<file path="src/rtl/hall_period_meter.sv">
// Hall sensor period meter: counts clk cycles between accepted rising edges of hall_in.
// Optional glitch filter on the synchronized input is enabled by defining HALL_FILTER_EN.
module hall_period_meter #(
  parameter int unsigned SYS_CLK_FREQ   = 100_000_000,
  parameter int unsigned TIMEOUT_CYCLES = 2 * SYS_CLK_FREQ,
  parameter int unsigned PW             = 32,
  parameter int unsigned FILT_LEN       = 4
) (
  input  logic          clk,
  input  logic          rst,
  input  logic          hall_in,
  output logic [PW-1:0] period,
  output logic          period_valid,
  output logic          edge_pulse,
  output logic          stalled
);

  typedef enum logic [0:0] {
    StIdle    = 1'b0,
    StMeasure = 1'b1
  } state_e;

  localparam logic [PW-1:0] TimeoutVal = PW'(TIMEOUT_CYCLES);
  localparam logic [PW-1:0] CntOne     = PW'(1);

  // The timeout must be representable so the counter can never wrap.
  if (FILT_LEN == 0 || (64'(1) << PW) <= 64'(TIMEOUT_CYCLES)) begin : g_bad_cfg
    $error("hall_period_meter: need FILT_LEN >= 1 and 2**PW > TIMEOUT_CYCLES");
  end

  logic          s1;
  logic          s2;
  logic          f;
  logic          f_d;
  logic          rise;
  logic [PW-1:0] cnt;
  state_e        state;

  always_ff @(posedge clk or posedge rst) begin
    if (rst) begin
      s1 <= 1'b0;
      s2 <= 1'b0;
    end else begin
      s1 <= hall_in;
      s2 <= s1;
    end
  end

`ifdef HALL_FILTER_EN
  localparam int unsigned FcW = (FILT_LEN > 1) ? $clog2(FILT_LEN) : 1;

  logic [FcW-1:0] filt_cnt;

  // f follows s2 only after s2 has disagreed with it for FILT_LEN straight cycles.
  always_ff @(posedge clk or posedge rst) begin
    if (rst) begin
      f        <= 1'b0;
      filt_cnt <= '0;
    end else if (s2 == f) begin
      filt_cnt <= '0;
    end else if (filt_cnt == FcW'(FILT_LEN - 1)) begin
      f        <= s2;
      filt_cnt <= '0;
    end else begin
      filt_cnt <= filt_cnt + FcW'(1);
    end
  end
`else
  assign f = s2;
`endif

  assign rise = f & ~f_d;

  always_ff @(posedge clk or posedge rst) begin
    if (rst) begin
      f_d          <= 1'b0;
      cnt          <= '0;
      period       <= '0;
      period_valid <= 1'b0;
      edge_pulse   <= 1'b0;
      stalled      <= 1'b1;
      state        <= StIdle;
    end else begin
      f_d          <= f;
      edge_pulse   <= rise;
      period_valid <= 1'b0;
      unique case (state)
        StIdle: begin
          // First edge only arms the measurement.
          if (rise) begin
            cnt   <= CntOne;
            state <= StMeasure;
          end
        end
        StMeasure: begin
          // An edge on the timeout cycle still counts as a valid period.
          if (rise) begin
            period       <= cnt;
            period_valid <= 1'b1;
            stalled      <= 1'b0;
            cnt          <= CntOne;
          end else if (cnt == TimeoutVal) begin
            period       <= '0;
            period_valid <= 1'b1;
            stalled      <= 1'b1;
            cnt          <= '0;
            state        <= StIdle;
          end else begin
            cnt <= cnt + CntOne;
          end
        end
      endcase
    end
  end

endmodule

</file>
<file path="config.mk">
export PLATFORM = sky130hd
export DESIGN_NAME = hall_period_meter
export DESIGN_NICKNAME = d
export VERILOG_FILES = /design/src/rtl/hall_period_meter.sv
export SDC_FILE = /design/constraint.sdc
export NUM_CORES = 1
export LEC_CHECK = 0
export ABC_AREA = 1
export CAP_MARGIN = 20
export CORE_AREA = 2 2 92 94
export CTS_CLUSTER_DIAMETER = 50
export CTS_CLUSTER_SIZE = 8
export DETAILED_ROUTE_END_ITERATION = 8
export DIE_AREA = 0 0 94 96
export PLACE_DENSITY = 0.69
export SKIP_CTS_REPAIR_TIMING = 1
export SLEW_MARGIN = 30
export SYNTH_ARGS = -nofsm -noshare
export SYNTH_HDL_FRONTEND = slang
export SYNTH_SLANG_ARGS = --single-unit
</file>
<file path="constraint.sdc">
create_clock -name clk -period 2.95 [get_ports clk]
set_input_delay 0.4425 -clock clk [delete_from_list [all_inputs] [get_ports clk]]
set_output_delay 0.4425 -clock clk [all_outputs]
set_load 0.03 [all_outputs]
</file>
Word-level counts from Yosys, hierarchy flattened --
Cells that the tools add are included.
Word-level totals: flip-flop bits (word level) 71, bits of input ports 3, output and inout port bits 35, word-level logic and storage cells 32
Cells by class: add/subtract/negate cells 1, eq/ne operators 2, mux-type cells 15, bitwise gates (word level) 3, reductions and logical operators 2
Operator list (number):
- $mux W32 | 5
- $pmux W32 S2 | 1
- $add A32 B1 Y32 const B | 1
- $eq A32 B28 Y1 const B | 1
- $mux W1 | 8
- $ne A2 B2 Y1 const B | 1
- $not A1 Y1 | 2
- $pmux W1 S2 | 1
- $reduce_and A2 Y1 | 1
- $reduce_bool A2 Y1 | 1
- $and A1 B1 Y1 | 1

Longest topological paths before layout --
depth after elaboration 4, depth in mapped cells 11, mapped depth without buffers 10

Least setup slack after synthesis --
Ideal clock, no wire load.
kind reg-to-reg, start reg cnt[0], end reg period[0], setup time 0.119 ns, arrival time 1.366 ns, required time 2.831 ns, path slack 1.465 ns, stages on the path, launching flop included 11, buffers on the path 1, period minus slack after synthesis 1.485 ns, cell sequence dfrtp_1 inv_1 ha_1 nand3b_1 nor2_1 nand2_1 nor2_4 nand2_4 buf_6 nand3_1 nand2_1
On the way: word-level cells in the longest chain between the ends 3, elaborated cells between the ends (all ways) 4, classes of those cells 1 x eq/ne; 1 x mux; 2 x reduce/logical
Ends and longest elaborated chain:
- start: declaration | RTL line 36 | logic [PW-1:0] cnt;
- start signal: assignment | RTL line 91 | cnt <= CntOne;
- start signal: assignment | RTL line 101 | cnt <= CntOne;
- start signal: assignment | RTL line 109 | cnt <= cnt + CntOne;
- $eq A32 B28 Y1 | RTL line 102 | end else if (cnt == TimeoutVal) begin
- $reduce_bool A2 Y1 (no line)
- $reduce_and A2 Y1 (no line)
- end signal: assignment | RTL line 98 | period <= cnt;
- end: declaration | RTL line 12 | output logic [PW-1:0] period,
Several ways; a longest one is shown, not always the timed one. A chain may end at the register's enable or synchronous reset.

Final worst setup path --
start reg cnt[0], end reg cnt[3]
On the way: word-level cells in the longest chain between the ends 4, elaborated cells between the ends (all ways) 5, classes of those cells 1 x add/sub; 1 x eq/ne; 3 x mux
Ends and longest elaborated chain:
- $add A32 B1 Y32 or $eq A32 B28 Y1 (tied branches) | RTL line 109, 102
- $mux W32 * | RTL line 102
- $mux W32 * | RTL line 97 | if (rise) begin
- $pmux W32 S2 * | RTL line 87 | unique case (state)
Mark *: on every way between the ends. The rest lies on a longest branch, timed or not.

==> metrics <==
Final #Nets 559; Critical Path Sink Type flip-flop; I/O Buffers 37; final period utilization 70.1%; Routed Antenna Nets 0; Leak 0.00212 uW; Clock Path Buffers 2; largest family of logic cells by synthesized area simple AND/OR/NAND/NOR gates; Synth Instances 522; Max Clock Freq 484 MHz; WL final 9030 um; area grow syn2layout 16.2%; vias in the first global route 3110; Async SR Flop Fraction 100%; iteration-0 DRC count of the detailed router 164; Netlist Area Pre-Place 0.00385 sq mm; Wirelength per Cell 13.6 um; clk_lat worst skew 360 ps; placed cells 648; Primary FF master, synth dfrtp_1; DR vias 3282; final hold violation count 0; Final WS setup 882 ps; die area 0.00902 sq mm; Seq/Total Area, Yosys 46.1%; core area 0.00805 sq mm; num ports 38; first-pass GRT wire length 15400 um; Synth Area in Compound Gates 3.21%; DP Worst Slack 856 ps; initial antenna violation count 0; Synth Net Count 527; number of buffers created by CTS 9; via/cell ratio 4.94; status finished, final reports clean; Root Driver clkbuf_8; area share of fa/ha/maj cells after synthesis 0.649%; Hold Path Class reg2reg; RSZ-0062 raised after global routing no; critical path class reg2reg; GRT overflow 0; CTS tree yes; die height 96 um; Remaining DRCs 0; max-cap viol count 0; maximum vdd drop 248 uV; post-DP HPWL 6290 um; Seq cells post-synth 71; largest net degree at the start of global routing 46; share of cells above drive strength 1 8.23%; # clock sinks 71; min Tclk post-route 2070 ps; Initial Util 47.9%; YS warnings 0; Die X 94 um; layout filler cell count 781; PwrDens 473 mW/mm^2; worst slew pin tran 897 ps; simple-gate share of the synthesized area 39.4%; clock transition at the registers of the reported paths 70 ps; Critical Path Fanout Max 21; post-synthesis xor/xnor area fraction 3.41%; Critical Path AT 2320 ps; std cell rows 33; 1st-pass router iterations 4; clock skew 5.81 ps; max_slew headroom 40.0%; mux share of post-synthesis cell area 0%; setup TNS 0 ps; worst path required time 3200 ps; critical path launch point type flip-flop; Synth cell types 28; Avg Cell Area, Syn 7.38 sq um; Setup-failing EPs final 0; Slew Limit Fails 0; Antenna Cells 0; Placer Congestion 0.949; Total GRT Usage 22.4%; EDFF count, synth 0; H-tree Lvls 3; final cell count without fillers 664
## metrics by stage
stage	cell area (sq um)	utilization [%]	hold WS [ps]	power [uW]
2_1_floorplan	3850	-	331	1260
3_3_place_gp	4280	53.2	342	1340
3_5_place_dp	4280	53.2	336	1360
4_1_cts	4480	55.6	364	2140
5_1_grt	4480	55.6	384	2210
6_report	4480	55.6	359	2120
## cell usage after synthesis, types with 2 or more instances
| cell type | number | area share (%) |
|---|---|---|
| buf_1 | 2 | 0.19 |
| xnor2_1 | 8 | 1.8 |
| ha_1 | 2 | 0.65 |
| nand4_1 | 5 | 0.81 |
| o21ai_1 | 20 | 2.6 |
| nand2_1 | 210 | 20 |
| buf_2 | 9 | 1.2 |
| nor2_4 | 8 | 2.3 |
| nor2_1 | 53 | 5.2 |
| buf_4 | 3 | 0.58 |
| nand3_1 | 56 | 7.3 |
| nand2_2 | 4 | 0.65 |
| buf_6 | 3 | 0.88 |
| and2_1 | 2 | 0.32 |
| nand2_4 | 3 | 0.88 |
| inv_1 | 38 | 3.7 |
| inv_2 | 2 | 0.19 |
| nor2_2 | 4 | 0.65 |
| xor2_1 | 7 | 1.6 |
| clkbuf_1 | 4 | 0.39 |
| o21ai_0 | 3 | 0.39 |
| dfrtp_1 | 70 | 45 |
## sequential cells by signal (all words and copies together) (netlist names)
name and count:
period 32, stalled 1, s1 1, cnt 32, edge_pulse 1, f 1, f_d 1, period_valid 1
state 1
## cell type report
type | instances | area [sq um] | area share, %
Clock buffer | 10 | 138 | 3.07
Clock inverter | 6 | 60.1 | 1.34
Inverter | 41 | 154 | 3.44
Multi-Input combinational cell | 389 | 1800 | 40.1
Sequential cell | 71 | 1780 | 39.7
Tap cell | 105 | 131 | 2.93
Timing Repair Buffer | 42 | 420 | 9.39
## worst paths after layout
path	from	to	slack (ps)	depth (start not counted)
setup / recovery	cnt[0]	cnt[3]	880	9
hold / removal	s1	f	360	0
setup reg to reg	cnt[0]	cnt[3]	880	9
hold reg to reg	s1	f	360	0
max in group asynchronous	rst	period[25]	1800	3
min in group asynchronous	rst	period[6]	490	2
## cell families after synthesis
| group | count (synthesis) |
|---|---|
| compound gates | 24 |
| buf+inv | 62 |
| flops | 71 |
| simple gates | 348 |
| fa+ha+maj | 2 |
| xor+xnor | 15 |
## routing by layer
layer	wire [um]	global-route usage (%)
met1	4190	30.9
met2	4200	35.3
met3	449	3.84
met4	192	9.06
met5	0	0
## power by group
group,internal (uW),total (uW),switching [uW]
clock network,409,790,381
registers,1020,1070,50.0
logic,98.6,262,163
## critical path: stages (launching register included)
cell	delay [ps]
dfrtp_1	400
inv_1	110
ha_1	220
nand2_1	70
nor2_1	40
nand2_1	50
nor2_1	40
nand2_1	50
nand3_1	600
o21ai_1	380
## cells in the final DEF, fill, tap and decap left out
master / synthesis / routed
inv_2: 2 / 3
nor2_2: 4 / 4
inv_1: 38 / 37
nor2_8: 1 / 1
bufinv_16: 0 / 1
clkinvlp_4: 0 / 2
buf_12: 0 / 1
clkinv_2: 0 / 3
buf_4: 3 / 4
nand2_2: 4 / 4
and2_1: 2 / 2
nand2_4: 3 / 3
nor2_1: 53 / 53
ha_1: 2 / 2
xor2_1: 7 / 7
a21oi_2: 1 / 1
o21ai_1: 20 / 20
nand3_1: 56 / 56
o21ai_0: 3 / 3
dfstp_2: 1 / 1
nand3b_1: 1 / 1
nor3_1: 1 / 1
nand4_1: 5 / 5
clkinv_1: 1 / 1
nand2_1: 210 / 210
xnor2_1: 8 / 8
clkbuf_8: 0 / 10
nor2_4: 8 / 8
dfrtp_1: 70 / 70
clkdlybuf4s50_1: 0 / 37
(Power assumes the default switching activity.)
